==> config.mk <==
export PLATFORM = sky130hd
export DESIGN_NAME = clock_set_controller_flat
export DESIGN_NICKNAME = d
export VERILOG_FILES = /design/src/rtl/clock_set_controller_if.sv /design/src/rtl/clock_set_controller.sv /design/src/flat_wrapper.sv
export SDC_FILE = /design/constraint.sdc
export NUM_CORES = 1
export LEC_CHECK = 0
export CORE_ASPECT_RATIO = 0.9
export CORE_UTILIZATION = 30
export DETAILED_ROUTE_END_ITERATION = 16
export PLACE_DENSITY = 0.54
export SYNTH_ARGS = -nofsm -noshare
export SYNTH_HDL_FRONTEND = slang
export SYNTH_SLANG_ARGS = --single-unit
==> constraint.sdc <==
create_clock -name clk -period 3.3 [get_ports clk]
set_clock_uncertainty 0.2 [all_clocks]
set_input_delay 0.66 -clock clk [delete_from_list [all_inputs] [get_ports clk]]
set_output_delay 0.66 -clock clk [all_outputs]
set_load 0.005 [all_outputs]
==> src/rtl/clock_set_controller_if.sv <==
// rtl/clock_set_controller_if.sv - button inputs and counter/display controls of the clock set controller
interface clock_set_controller_if;
  logic       btn_mode;
  logic       btn_adv;
  logic       tick;
  logic       settime;
  logic       upsec;
  logic       upmin;
  logic       uphour;
  logic [2:0] blinkmask;
  logic [1:0] state;

  modport master (
    output btn_mode, btn_adv,
    input  tick, settime, upsec, upmin, uphour, blinkmask, state
  );

  modport slave (
    input  btn_mode, btn_adv,
    output tick, settime, upsec, upmin, uphour, blinkmask, state
  );
endinterface

==> src/rtl/clock_set_controller.sv <==
// rtl/clock_set_controller.sv - RUN/SET sequencer with one-second prescaler, button debounce and blink mask
// Mode presses walk RUN -> hour -> min -> sec -> RUN; advance presses pulse the field being set.
module clock_set_controller #(
  parameter int unsigned CLK_HZ          = 100000000,
  parameter int unsigned DEBOUNCE_CYCLES = 1000000,
  parameter int unsigned BLINK_DIV       = 25000000
) (
  input  logic                  clk,
  input  logic                  reset,
  clock_set_controller_if.slave ctl
);

  localparam int unsigned PRE_W = (CLK_HZ > 1) ? $clog2(CLK_HZ) : 1;
  localparam int unsigned DEB_W = (DEBOUNCE_CYCLES > 1) ? $clog2(DEBOUNCE_CYCLES) : 1;
  localparam int unsigned BLK_W = (BLINK_DIV > 1) ? $clog2(BLINK_DIV) : 1;

  localparam logic [PRE_W-1:0] PRE_MAX = PRE_W'(CLK_HZ - 1);
  localparam logic [DEB_W-1:0] DEB_MAX = DEB_W'(DEBOUNCE_CYCLES - 1);
  localparam logic [BLK_W-1:0] BLK_MAX = BLK_W'(BLINK_DIV - 1);

  localparam int BTN_MODE = 0;
  localparam int BTN_ADV  = 1;

  typedef enum logic [1:0] {
    S_RUN      = 2'd0,
    S_SET_HOUR = 2'd1,
    S_SET_MIN  = 2'd2,
    S_SET_SEC  = 2'd3
  } state_e;

  state_e           state_q, state_d;
  logic [1:0]       sync1_q, sync2_q;
  logic [1:0]       deb_q, deb_d, deb_prev_q;
  logic [DEB_W-1:0] dcnt_q [2];
  logic [DEB_W-1:0] dcnt_d [2];
  logic [PRE_W-1:0] pre_q, pre_d;
  logic             tick_q, tick_d;
  logic             settime_q, settime_d;
  logic [2:0]       up_q, up_d;
  logic [BLK_W-1:0] blk_q, blk_d;
  logic             phase_q, phase_d;
  logic             mode_press, adv_press, blk_wrap;

  // Bit 0 is the mode button, bit 1 the advance button throughout.
  always_ff @(posedge clk) begin
    if (reset) begin
      state_q    <= S_RUN;
      sync1_q    <= '0;
      sync2_q    <= '0;
      deb_q      <= '0;
      deb_prev_q <= '0;
      dcnt_q     <= '{default: '0};
      pre_q      <= '0;
      tick_q     <= 1'b0;
      settime_q  <= 1'b0;
      up_q       <= 3'b000;
      blk_q      <= '0;
      phase_q    <= 1'b0;
    end else begin
      state_q    <= state_d;
      sync1_q    <= {ctl.btn_adv, ctl.btn_mode};
      sync2_q    <= sync1_q;
      deb_q      <= deb_d;
      deb_prev_q <= deb_q;
      dcnt_q     <= dcnt_d;
      pre_q      <= pre_d;
      tick_q     <= tick_d;
      settime_q  <= settime_d;
      up_q       <= up_d;
      blk_q      <= blk_d;
      phase_q    <= phase_d;
    end
  end

  always_comb begin
    deb_d  = deb_q;
    dcnt_d = '{default: '0};
    for (int i = 0; i < 2; i++) begin
      if (sync2_q[i] != deb_q[i]) begin
        if (dcnt_q[i] == DEB_MAX) begin
          deb_d[i] = sync2_q[i];
        end else begin
          dcnt_d[i] = dcnt_q[i] + DEB_W'(1);
        end
      end
    end
  end

  assign mode_press = deb_q[BTN_MODE] & ~deb_prev_q[BTN_MODE];
  assign adv_press  = deb_q[BTN_ADV] & ~deb_prev_q[BTN_ADV];

  always_comb begin
    state_d = state_q;
    if (mode_press) begin
      case (state_q)
        S_RUN:      state_d = S_SET_HOUR;
        S_SET_HOUR: state_d = S_SET_MIN;
        S_SET_MIN:  state_d = S_SET_SEC;
        default:    state_d = S_RUN;
      endcase
    end
  end

  // A mode press in the same cycle swallows the advance press.
  always_comb begin
    up_d = 3'b000;
    if (adv_press && !mode_press) begin
      case (state_q)
        S_SET_HOUR: up_d = 3'b100;
        S_SET_MIN:  up_d = 3'b010;
        S_SET_SEC:  up_d = 3'b001;
        default:    up_d = 3'b000;
      endcase
    end
  end

  // Prescaler only runs while staying in RUN, so re-entry always restarts a full second.
  always_comb begin
    pre_d  = '0;
    tick_d = 1'b0;
    if (state_q == S_RUN && state_d == S_RUN) begin
      if (pre_q == PRE_MAX) begin
        tick_d = 1'b1;
      end else begin
        pre_d = pre_q + PRE_W'(1);
      end
    end
  end

  assign settime_d = (state_d != S_RUN);
  assign blk_wrap  = (blk_q == BLK_MAX);

  always_comb begin
    blk_d   = blk_wrap ? '0 : blk_q + BLK_W'(1);
    phase_d = phase_q;
    if (state_d != state_q) begin
      phase_d = 1'b1;
    end else if (blk_wrap) begin
      phase_d = ~phase_q;
    end
  end

  always_comb begin
    ctl.blinkmask = 3'b000;
    case (state_q)
      S_SET_HOUR: ctl.blinkmask = {phase_q, 2'b00};
      S_SET_MIN:  ctl.blinkmask = {1'b0, phase_q, 1'b0};
      S_SET_SEC:  ctl.blinkmask = {2'b00, phase_q};
      default:    ctl.blinkmask = 3'b000;
    endcase
  end

  assign ctl.tick    = tick_q;
  assign ctl.settime = settime_q;
  assign ctl.uphour  = up_q[2];
  assign ctl.upmin   = up_q[1];
  assign ctl.upsec   = up_q[0];
  assign ctl.state   = state_q;

endmodule
==> src/flat_wrapper.sv <==
// flat-port wrapper written by rule: the top's interface ports become plain ports
module clock_set_controller_flat 
#(
  parameter int unsigned CLK_HZ          = 100000000,
  parameter int unsigned DEBOUNCE_CYCLES = 1000000,
  parameter int unsigned BLINK_DIV       = 25000000
)
  (clk, reset, ctl_btn_mode, ctl_btn_adv, ctl_tick, ctl_settime, ctl_upsec, ctl_upmin, ctl_uphour, ctl_blinkmask, ctl_state);
  clock_set_controller_if ctl_i ();
  input  logic clk;
  input  logic reset;
  input wire logic [$bits(ctl_i.btn_mode)-1:0] ctl_btn_mode;
  input wire logic [$bits(ctl_i.btn_adv)-1:0] ctl_btn_adv;
  output wire logic [$bits(ctl_i.tick)-1:0] ctl_tick;
  output wire logic [$bits(ctl_i.settime)-1:0] ctl_settime;
  output wire logic [$bits(ctl_i.upsec)-1:0] ctl_upsec;
  output wire logic [$bits(ctl_i.upmin)-1:0] ctl_upmin;
  output wire logic [$bits(ctl_i.uphour)-1:0] ctl_uphour;
  output wire logic [$bits(ctl_i.blinkmask)-1:0] ctl_blinkmask;
  output wire logic [$bits(ctl_i.state)-1:0] ctl_state;
  assign ctl_i.btn_mode = ctl_btn_mode;
  assign ctl_i.btn_adv = ctl_btn_adv;
  assign ctl_tick = ctl_i.tick;
  assign ctl_settime = ctl_i.settime;
  assign ctl_upsec = ctl_i.upsec;
  assign ctl_upmin = ctl_i.upmin;
  assign ctl_uphour = ctl_i.uphour;
  assign ctl_blinkmask = ctl_i.blinkmask;
  assign ctl_state = ctl_i.state;
  clock_set_controller #(.CLK_HZ(CLK_HZ), .DEBOUNCE_CYCLES(DEBOUNCE_CYCLES), .BLINK_DIV(BLINK_DIV)) u_core (.clk(clk), .reset(reset), .ctl(ctl_i));
endmodule
After elaboration in Yosys (flattened, before gate mapping):

Index checks and enable logic that the tools add are counted.

* shifts and indexed selects: 0
* mux-type cells: 7
* equal/unequal tests: 10
* order comparisons: 0
* bitwise logic cells: 9
* $add $sub $neg: 4
* divide/modulo/power cells: 0
* reduce and logical (&&, ||, !) cells: 15
* multipliers: 0

Operators with widths (number)
* 20-bit by 1-bit adder with 20-bit output (second input constant): 2
* 20-bit equality test (second input constant): 2
* 27-bit by 1-bit adder with 27-bit output (second input constant): 1
* 27-bit equality test (second input constant): 1
* 25-bit by 1-bit adder with 25-bit output (second input constant): 1
* 25-bit equality test (second input constant): 1
* 3-bit case mux with 3 select lines: 2
* 3-bit OR reduction: 3
* 1-bit NOT: 7
* 2-bit case mux with 3 select lines: 1
* 2-bit OR reduction: 3
* 2-bit equality test (second input constant): 2
* 2-bit zero test: 2
* 2-bit AND reduction: 2
* 2-bit nonzero test: 2
* 1-bit two-way mux: 3
* 1-bit AND: 2
* 2-bit by 1-bit equality test with 1-bit output (second input constant): 1
* 1-bit logical AND: 2
* 2-bit two-way mux: 1
* 1-bit inequality test: 2
* 2-bit inequality test: 1
* 1-bit zero test: 1

* output and inout port bits: 10
* bits in latches: 0
* ROM bits: 0
* input port bits: 4
* register bits: 108
* memories: 0
* word-level logic and storage cells: 59
* memory bits (writable): 0

Longest topological paths before layout:

* depth after elaboration: 7
* gate-level depth with buffers: 7
* depth with buffers taken out: 6

Worst setup path after synthesis:

Ideal clock, no wire load.

* path kind: register -> register
* from: register u_core.state_q[0] (netlist: u_core.ctl.state[0])
* to: register u_core.pre_q[21]
* buffers on the path: 1
* data required time: 3.014 ns
* setup slack: 1.118 ns
* cell stages (with the launch flop): 8
* arrival time: 1.897 ns
* library setup time: 0.086 ns
* clock period less this slack: 2.182 ns
* cells stage by stage: dfxtp_1 > inv_1 > ha_1 > o21ba_2 > nor3_1 > o211ai_1 > clkbuf_1 > a211oi_1

* cells in the longest elaborated chain, start to end: 7
* elaborated cells on any way between the ends: 9

RTL lines
* from (decl): RTL line clock_set_controller.sv:31 `state_e state_q, state_d;`
* from (signal assigned): RTL line clock_set_controller.sv:60 `state_q <= state_d;`
* 2-bit equality test, or another cell as far along: RTL line clock_set_controller.sv:95 `case (state_q)`
* 2-bit case mux with 3 select lines: RTL line clock_set_controller.sv:95
* 2-bit two-way mux: RTL line clock_set_controller.sv:94 `if (mode_press) begin`
* 2-bit zero test: RTL line clock_set_controller.sv:121 `if (state_q == S_RUN && state_d == S_RUN) begin`
* 1-bit logical AND *: RTL line clock_set_controller.sv:121
* 1-bit NOT (no source line) *
* 3-bit OR reduction (no source line) *
* to (signal assigned): RTL line clock_set_controller.sv:66 `pre_q <= pre_d;`
* to (decl): RTL line clock_set_controller.sv:36 `logic [PRE_W-1:0] pre_q, pre_d;`

Mark *: on every way between the ends. The rest lies on a longest branch, timed or not.
A chain may end at the register's enable or synchronous reset.

Worst setup path in the final report:

* from: register u_core.state_q[0] (netlist: u_core.ctl.state[0])
* to: output port ctl_blinkmask[1]

* cells in the longest elaborated chain, start to end: 2
* elaborated cells on any way between the ends: 4

RTL lines
* 2-bit equality test or 2-bit by 1-bit equality test with 1-bit output (tied branches): RTL line clock_set_controller.sv:145 `case (state_q)`
* 3-bit case mux with 3 select lines *: RTL line clock_set_controller.sv:145
* to (decl): RTL line flat_wrapper.sv:19 `output wire logic [$bits(ctl_i.blinkmask)-1:0] ctl_blinkmask;`

Marks and branches as above.

==> flow_summary.json <==
{
  "status": "finished clean",
  "hold_viol_final": 0,
  "start_kind": "flop",
  "slew_headroom_pct": 57.1,
  "grt_overflow": 0,
  "nets": 582,
  "cap_violations": 0,
  "grt_usage_pct": 12.4,
  "cts_hold_buf": 0,
  "drc": 0,
  "drtAntennaViolNets": 0,
  "n_fill_cell": 1655,
  "clk_pin_slew_ns": 0.07,
  "setup_viol": 0,
  "crit_path_end_kind": "output pin",
  "die-area_sq_mm": 0.0172,
  "post-cts-setup-buffers": 0,
  "synthesis.nets": 575,
  "drtIter0Drc": 304,
  "num_rows": 44,
  "fmax_mhz": 362,
  "period_share_pct": 83.8,
  "antenna_cells": 0,
  "synth_compound_area_share_pct": 11.9,
  "met1_usage_pct": 15.7,
  "htreeDepth": 3,
  "rsz0062_at_grt": "no",
  "io_buffers": 13,
  "synth_top_family_by_area": "simple AND/OR/NAND/NOR gates",
  "start_util_pct": 30.8,
  "synth_mux_area_share_pct": 0,
  "place_congestion": 0.783,
  "cts-resized-gates": 0,
  "yosysSeqAreaShare_pct": 43.3,
  "synthArstFlopShare_pct": 0,
  "critPathArrivalTime_ns": 1.91,
  "synth_area_leaders": "dfxtp_1 43%, xor2_1 4.4%, xnor2_1 4.0%, nand4_1 3.3%, nor2_1 3.1%",
  "dp_hpwl_microns": 6860,
  "synth_top_area_cell": "dfxtp_1",
  "min_period_ns": 2.77,
  "cts_sinks": 108,
  "clockBufferDepth": 2,
  "die_y_microns": 124,
  "grt_use_met3_pct": 3.87,
  "synth_area_sq_mm": 0.00499,
  "synth_top_flop_cell": "dfxtp_1",
  "area_growth_pct": 12.3,
  "grt_max_degree": 29,
  "core_area_sq_mm": 0.0162,
  "slew_viol_final": 0,
  "synthDistinctLibCells": 48,
  "tns_ns": 0,
  "clock_latency_ns": 0.35,
  "tritoncts": "done",
  "via_per_inst": 5.10,
  "worstPathMaxFanout": 7,
  "synth_commonest_cells": "108 x dfxtp_1, 41 x nor2_1, 34 x nand2_1, 30 x nand3_1, 28 x a21oi_1",
  "grt_antenna_before_repair": 0,
  "p_leak_nw": 1.65,
  "synthAdderAreaFrac_pct": 2.51,
  "num_vias": 3977,
  "fin_total_pwr_mw": 2.45,
  "worstPathRequired_ns": 2.44,
  "wl_per_cell_microns": 12.8,
  "syn_area_per_cell_sq_um": 8.90,
  "cts_buffers": 9,
  "synth_cells": 561,
  "ys_warn_count": 0,
  "drive_gt1_share_pct": 7.33,
  "die_x_microns": 138,
  "path_class": "reg -> out",
  "use_met2_pct": 20.0,
  "busiest_layer": "met2",
  "vdd_drop_max_v": 0.000340,
  "p_per_area_mw_per_mm2": 437,
  "wirelength_microns": 9990,
  "yosys.area_share.simple_pct": 30.0,
  "synth-xor-area-share_pct": 8.42,
  "drt-pass1-iter-count": 4,
  "root_buffer": "clkbuf_16",
  "synth.most_common_cell": "dfxtp_1",
  "worst_pin_slew_ns": 0.642,
  "synth_top_area_share_pct": 43.3,
  "min_path_type": "reg -> reg",
  "grt_pass1_vias": 3688,
  "grt_pass1_wl_microns": 17200,
  "synth-edff-count": 0,
  "synth-seq-cells": 108,
  "ios": 14
}
[worst paths after layout]
check / cells past startpoint / endpoint / slack (ns) / start
hold / removal: 1 / u_core.sync2_q[1]$_SDFF_PP0_ / 0.24 / u_core.sync1_q[1]$_SDFF_PP0_
setup / recovery: 4 / ctl_blinkmask[1] / 0.53 / u_core.ctl.state[0]$_SDFF_PP0_
hold reg to reg: 1 / u_core.sync2_q[1]$_SDFF_PP0_ / 0.24 / u_core.sync1_q[1]$_SDFF_PP0_
setup reg to reg: 4 / u_core.dcnt_q[23]$_SDFF_PP0_ / 0.85 / u_core.dcnt_q[32]$_SDFF_PP0_
[through the flow]
step	instance area (sq um)	hold WS (ns)	util (%)	worst slack [ns]	std cells
floorplan	4990	0.213	-	1.12	561
global placement	5310	0.225	32.8	0.909	764
detailed placement	5310	0.228	32.8	0.841	764
CTS	5610	0.249	34.6	0.496	780
global route	5610	0.268	34.6	0.393	780
finish	5610	0.242	34.6	0.534	780
[layout by cell type (no fill, tap or decap), types with 9 or more instances in the layout]
cell type	Yosys	final
o31ai_1	18	18
nand3_1	30	30
nor3_1	18	18
clkdlybuf4s50_1	0	13
or3_1	21	21
inv_1	20	20
dfxtp_1	108	108
nor2_2	10	10
nor2_1	41	41
and4_1	9	9
nand2_1	34	34
o21ai_0	22	22
clkbuf_16	0	9
or4_1	20	20
xnor2_1	23	23
a211oi_1	12	12
a21oi_1	28	28
xor2_1	25	25
nand4_1	26	26
ha_1	10	10
[cell families (layout without fill, tap and decap cells)]
group	count (synthesis)	count (layout)
buffers and inverters	42	54
AND/OR/NAND/NOR	260	260
XOR/XNOR	48	48
AO/OA/AOI/OAI	93	93
flip-flops	108	108
adder cells (fa/ha/maj)	10	10
[power breakdown]
part           total [mW]  switching, mW  internal, mW
registers            1.32        0.00823          1.31
logic              0.0438         0.0275        0.0162
clock network        1.09          0.455         0.632
total                2.45          0.491          1.96
[state kept, by name, summed over array words and instances, names as in the netlist]
signal	flops
u_core.dcnt_q	40
u_core.phase_q	1
u_core.sync2_q	2
u_core.ctl.settime	1
u_core.ctl.state	2
u_core.deb_q	2
u_core.ctl.tick	1
u_core.deb_prev_q	2
u_core.pre_q	27
u_core.blk_q	25
u_core.sync1_q	2
u_core.up_q	3
[critical path: stages, from the launching register on]
cell             delay [ns]
dfxtp_1                0.47
inv_1                  0.15
ha_1                   0.23
and3b_1                0.20
clkdlybuf4s50_1        0.50
[routing by layer]
layer,routed length (microns),up-vias
li1,-,2054
met1,4950,1868
met2,4630,50
met3,347,5
met4,65,0
met5,0,-
[cell type report]
class | count | area [sq um] | share of cell area (%)
multi-input cells | 411 | 2640 | 47.2
flip-flops and latches | 108 | 2160 | 38.6
clock buffers | 15 | 268 | 4.78
well taps | 207 | 259 | 4.62
repair buffers | 18 | 168 | 2.99
inverters | 20 | 75.1 | 1.34
clock inverters | 1 | 30.0 | 0.536
Power figures use the tool's default switching activity.
==> RTL edit 1 (same settings) <==
`BLINK_DIV` is set to 25000000 in 2 places; all go to 50000000.
--- a/src/rtl/clock_set_controller.sv
+++ b/src/rtl/clock_set_controller.sv
@@ -5,3 +5,3 @@
   parameter int unsigned DEBOUNCE_CYCLES = 1000000,
-  parameter int unsigned BLINK_DIV       = 25000000
+  parameter int unsigned BLINK_DIV       = 50000000
 ) (
--- a/src/flat_wrapper.sv
+++ b/src/flat_wrapper.sv
@@ -5,3 +5,3 @@
   parameter int unsigned DEBOUNCE_CYCLES = 1000000,
-  parameter int unsigned BLINK_DIV       = 25000000
+  parameter int unsigned BLINK_DIV       = 50000000
 )
Behaviour: same outputs for any inputs over 10 cycles, from zero or initial values and one cycle with reset high; that may be too few to reach the edited logic, so the function may still have changed.
==> RTL edit 1 against the original RTL <==
- the flow now finishes with violations (design-rule violations)
- synthesized area decreased by 0.78%
- power increased by 1.6%
- die area decreased by 0.76%
- fmax increased by 2.1%
- cell area increased by 0.11%
- non-clock buffer count increased by 1
- sequential cell count increased by 1
- setup slack improved by 0.056 ns
- sequential share of layout area increased by 0.31 points
- routed wire length increased by 3.3%
- largest cell class unchanged
==> RTL edit 1: results (changes against the original RTL) <==
- Placer's final routability congestion estimate: 0.792 (was 0.783)
- Fin nets: 579 (was 582)
- Place WS: 0.844 ns (was 0.841 ns)
- Sequential cells: 109 (was 108)
- Seq/Total Area, Yosys: 0.441 (was 0.433)
- Comb_multi_in: 410 (was 411)
- Placement Cell Area: 5300 µm² (was 5310 µm²)
- Worst EP arrival: 1.85 ns (was 1.91 ns)
- Hold Slack: 0.249 ns (was 0.242 ns)
- Signal buf overhead: 0.0312 (was 0.0299)
- Clk cell area share: 0.0551 (was 0.0531)
- Multi-input combinational area share: 0.468 (was 0.472)
- Finished Layout Cells: 777 (was 780)
- Initial DRT Pass Iterations: 10 (was 4)
- Seq area share: 0.389 (was 0.386)
- Initial DRC count: 216 (was 304)
- Synth Instances: 556 (was 561)
- Number of non-clock buffers in the layout: 19 (was 18)
- Full die area: 17,000 µm² (was 17,200 µm²)
- Status: finished with violations (was finished, final reports clean)
- Top post-synthesis cells by area: dfxtp_1 44%, xor2_1 5.3%, nor2_1 3.7% (was dfxtp_1 43%, xor2_1 4.4%, xnor2_1 4.0%)
- Post-route cell area: 5610 µm² (about the same)
- DRC Markers: 1 (was 0)
- Achievable Freq: 369 MHz (was 362 MHz)
- Worst r2r dst: u_core.pre_q[26]$_SDFF_PP0_ (was u_core.dcnt_q[23]$_SDFF_PP0_)
- IR drop worst, VDD: 296 µV (was 340 µV)
- Sw frac: 0.213 (was 0.200)
- Power share of the combinational group: 0.016 (was 0.018)
- Synth cell types: 44 (was 48)
- Violated checks: design-rule violations
- R2R depth: 5 (was 4)
- Fraction of layout cells with a size suffix above 1: 0.0649 (was 0.0733)
## RTL edit 1: cell count changes in the layout (fill, tap and decap cells not counted), moves of 4 or more
cell     before  now
nand4_1      26   18
xor2_1       25   30
nor2_2       10    0
nand3_1      30   35
inv_1        20   16
o21ai_0      22   18
nor3_1       18   14
and3_1        8   13
o31ai_1      18   22
nor2_1       41   49
## RTL edit 1: layer usage
layer | routed length, µm | up-vias | share of wire | global-route usage
met1 | 5100 | 1931 | 0.49 | 0.169
met4 | 137 | 0 | 0.013 | 0.0378
met3 | 372 | 16 | 0.036 | 0.0395
li1 | - | 2063 | - | -
met2 | 4710 | 40 | 0.46 | 0.207
met5 | 0 | - | 0 | 0
## RTL edit 1: cell families after synthesis
kind of cell,synth area share
adders and majority gates,0.0253
xor gates and xnor gates,0.0902
muxes,0.00404
AOI/OAI and AO/OA,0.112
DFF,0.441
and+or+nand+nor,0.297
buffers and inverters,0.0301
==> RTL edit 2 (same settings) <==
Made on the original files. Make the reset (`reset`) asynchronous in one clocked block.
--- a/src/rtl/clock_set_controller.sv
+++ b/src/rtl/clock_set_controller.sv
@@ -44,3 +44,3 @@
   // Bit 0 is the mode button, bit 1 the advance button throughout.
-  always_ff @(posedge clk) begin
+  always_ff @(posedge clk or posedge reset) begin
     if (reset) begin
Function: same outputs for any inputs over 10 cycles, from zero or initial values and one cycle with reset high; that may be too few to reach the edited logic, so the function may still have changed.
==> RTL edit 2 against the original RTL <==
- synthesized area grew 2.0%
- non-clock buffer count decreased by 1
- register-to-register slack better by 0.03 ns
- global-route usage decreased by 0.99 points
- setup slack gained 0.024 ns
- power shrank 2.0%
- cell area is 2.6% higher
- sequential cell count stayed put
- routed wire length decreased by 8.4%
- combinational power grew 21%
==> RTL edit 2: results (changes against the original RTL) <==
- Synth Area in XOR/XNOR: 0.148 (was 0.0842)
- Peak fanout along the critical path: 7 (unchanged)
- TritonCTS Buffers: 9 (unchanged)
- Placement Cell Area: 5470 µm² (was 5310 µm²)
- Clock Path Buffers: 2 (unchanged)
- Post-synth top cells: 108 x dfrtp_1, 96 x nor2_1, 51 x xor2_1 (was 108 x dfxtp_1, 41 x nor2_1, 34 x nand2_1)
- Fin nets: 531 (was 582)
- Worst hold path type: reg2reg (unchanged)
- Fraction of the mapped netlist area in adder cells: 0.0295 (was 0.0251)
- Place WS: 0.848 ns (was 0.841 ns)
- GRT Resource Usage Total: 0.114 (was 0.124)
- Post-CTS Setup Repair Bufs: 0 (unchanged)
- Fillcell total: 1,629 (was 1,655)
- Biggest regs: u_core.dcnt_q x40, u_core.pre_q x27, u_core.blk_q x25 (unchanged)
- Top post-synthesis cells by area: dfrtp_1 53%, xor2_1 8.8%, nor2_1 7.1% (was dfxtp_1 43%, xor2_1 4.4%, xnor2_1 4.0%)
- Leak: 2.56 nW (was 1.65 nW)
- Synth Warn #: 0 (unchanged)
- Initial antenna violation count: 0 (unchanged)
- Initial DRT Pass Iterations: 5 (was 4)
- I/O Buffers: 13 (unchanged)
- Reg clk slew, reported paths: 0.07 ns (about the same)
- Compound-cell area share of the yosys netlist: 0.00762 (was 0.119)
- Rel. slew slack: 0.447 (was 0.571)
- Vias per cell: 4.76 (was 5.10)
- Initial DRC count: 211 (was 304)
- Seq/Total Area, Yosys: 0.531 (was 0.433)
- Fraction of layout cells with a size suffix above 1: 0.0558 (was 0.0733)
- Root buf cell: clkbuf_16 (unchanged)
- # setup viols final: 0 (unchanged)
- Worst EP arrival: 1.88 ns (was 1.91 ns)
- CTS resizes: 0 (unchanged)
- Ys async rst share: 1.00 (was 0)
- Worst skew pair latency: 0.34 ns
- Syn nets: 515 (was 575)
- Post-DP HPWL: 6240 µm (was 6860 µm)
- N_diodes: 0 (unchanged)
- Status: finished, final reports clean (unchanged)
- Max H-tree Level: 3 (unchanged)
- IR drop worst, VDD: 234 µV (was 340 µV)
- Vias in the first global route: 3,414 (was 3,688)
- Largest net degree at the start of global routing: 78 (was 29)
- Routed WL: 9150 µm (was 9990 µm)
- Synth cell types: 35 (was 48)
- Placer's final routability congestion estimate: 0.794 (was 0.783)
- Multiplexer share of the synthesized area: 0.00836 (was 0)
- First-pass GRT wire length: 16,300 µm (was 17,200 µm)
-- RTL edit 2: worst paths after layout --
kind                                          startpoint                           to  slack [ns]  cells past startpoint
setup / recovery           u_core.ctl.state[0]$_DFF_PP0_             ctl_blinkmask[0]        0.56                      4
hold / removal               u_core.sync1_q[1]$_DFF_PP0_  u_core.sync2_q[1]$_DFF_PP0_        0.16                      0
setup reg to reg              u_core.blk_q[15]$_DFF_PP0_   u_core.phase_q$_DFFE_PP0P_        0.88                      5
hold reg to reg              u_core.sync1_q[1]$_DFF_PP0_  u_core.sync2_q[1]$_DFF_PP0_        0.16                      0
max in group asynchronous                          reset   u_core.blk_q[12]$_DFF_PP0_        1.97                      3
min in group asynchronous                          reset  u_core.dcnt_q[22]$_DFF_PP0_        0.56                      3
-- RTL edit 2: stage by stage --
| step | cells | util | hold slack [ns] |
|---|---|---|---|
| CTS | 727 | 0.352 | 0.168 |
| global placement | 711 | 0.335 | 0.140 |
| detailed placement | 711 | 0.335 | 0.141 |
| global route | 727 | 0.352 | 0.169 |
| floorplan | 499 | - | 0.131 |
| finish | 727 | 0.352 | 0.160 |
-- RTL edit 2: cells by family after synthesis --
family | Yosys count
fa+ha+maj | 12
xor+xnor | 86
flops | 108
compound gates | 6
buf+inv | 22
simple gates | 261
mux | 4
-- RTL edit 2: metal layers --
metal / part of all wire / wire [µm] / GRT usage
met5: 0 / 0 / 0
met3: 0.026 / 235 / 0.0276
met4: 0.0096 / 88 / 0.0346
met2: 0.45 / 4150 / 0.180
met1: 0.51 / 4680 / 0.154
-- RTL edit 2: cell type report --
cell class / count / area share
inverters: 10 / 0.00718
multi-input cells: 369 / 0.399
well taps: 207 / 0.0450
repair buffers: 17 / 0.0300
flip-flops and latches: 108 / 0.470
clock buffers: 11 / 0.0422
clock inverters: 5 / 0.00652
-- RTL edit 2: worst max-delay path: stages (launching register included) --
cell and delay (ns):
dfrtp_1 0.46, inv_1 0.16, ha_1 0.23, and3b_1 0.20
clkdlybuf4s50_1 0.50
-- RTL edit 2: where the power goes --
group          leakage [nW]  internal, mW  switching (mW)
Clock                 0.132         0.535           0.478
Combinational         0.963        0.0139          0.0393
Sequential             1.47          1.33         0.00690
Total                  2.56          1.88           0.524
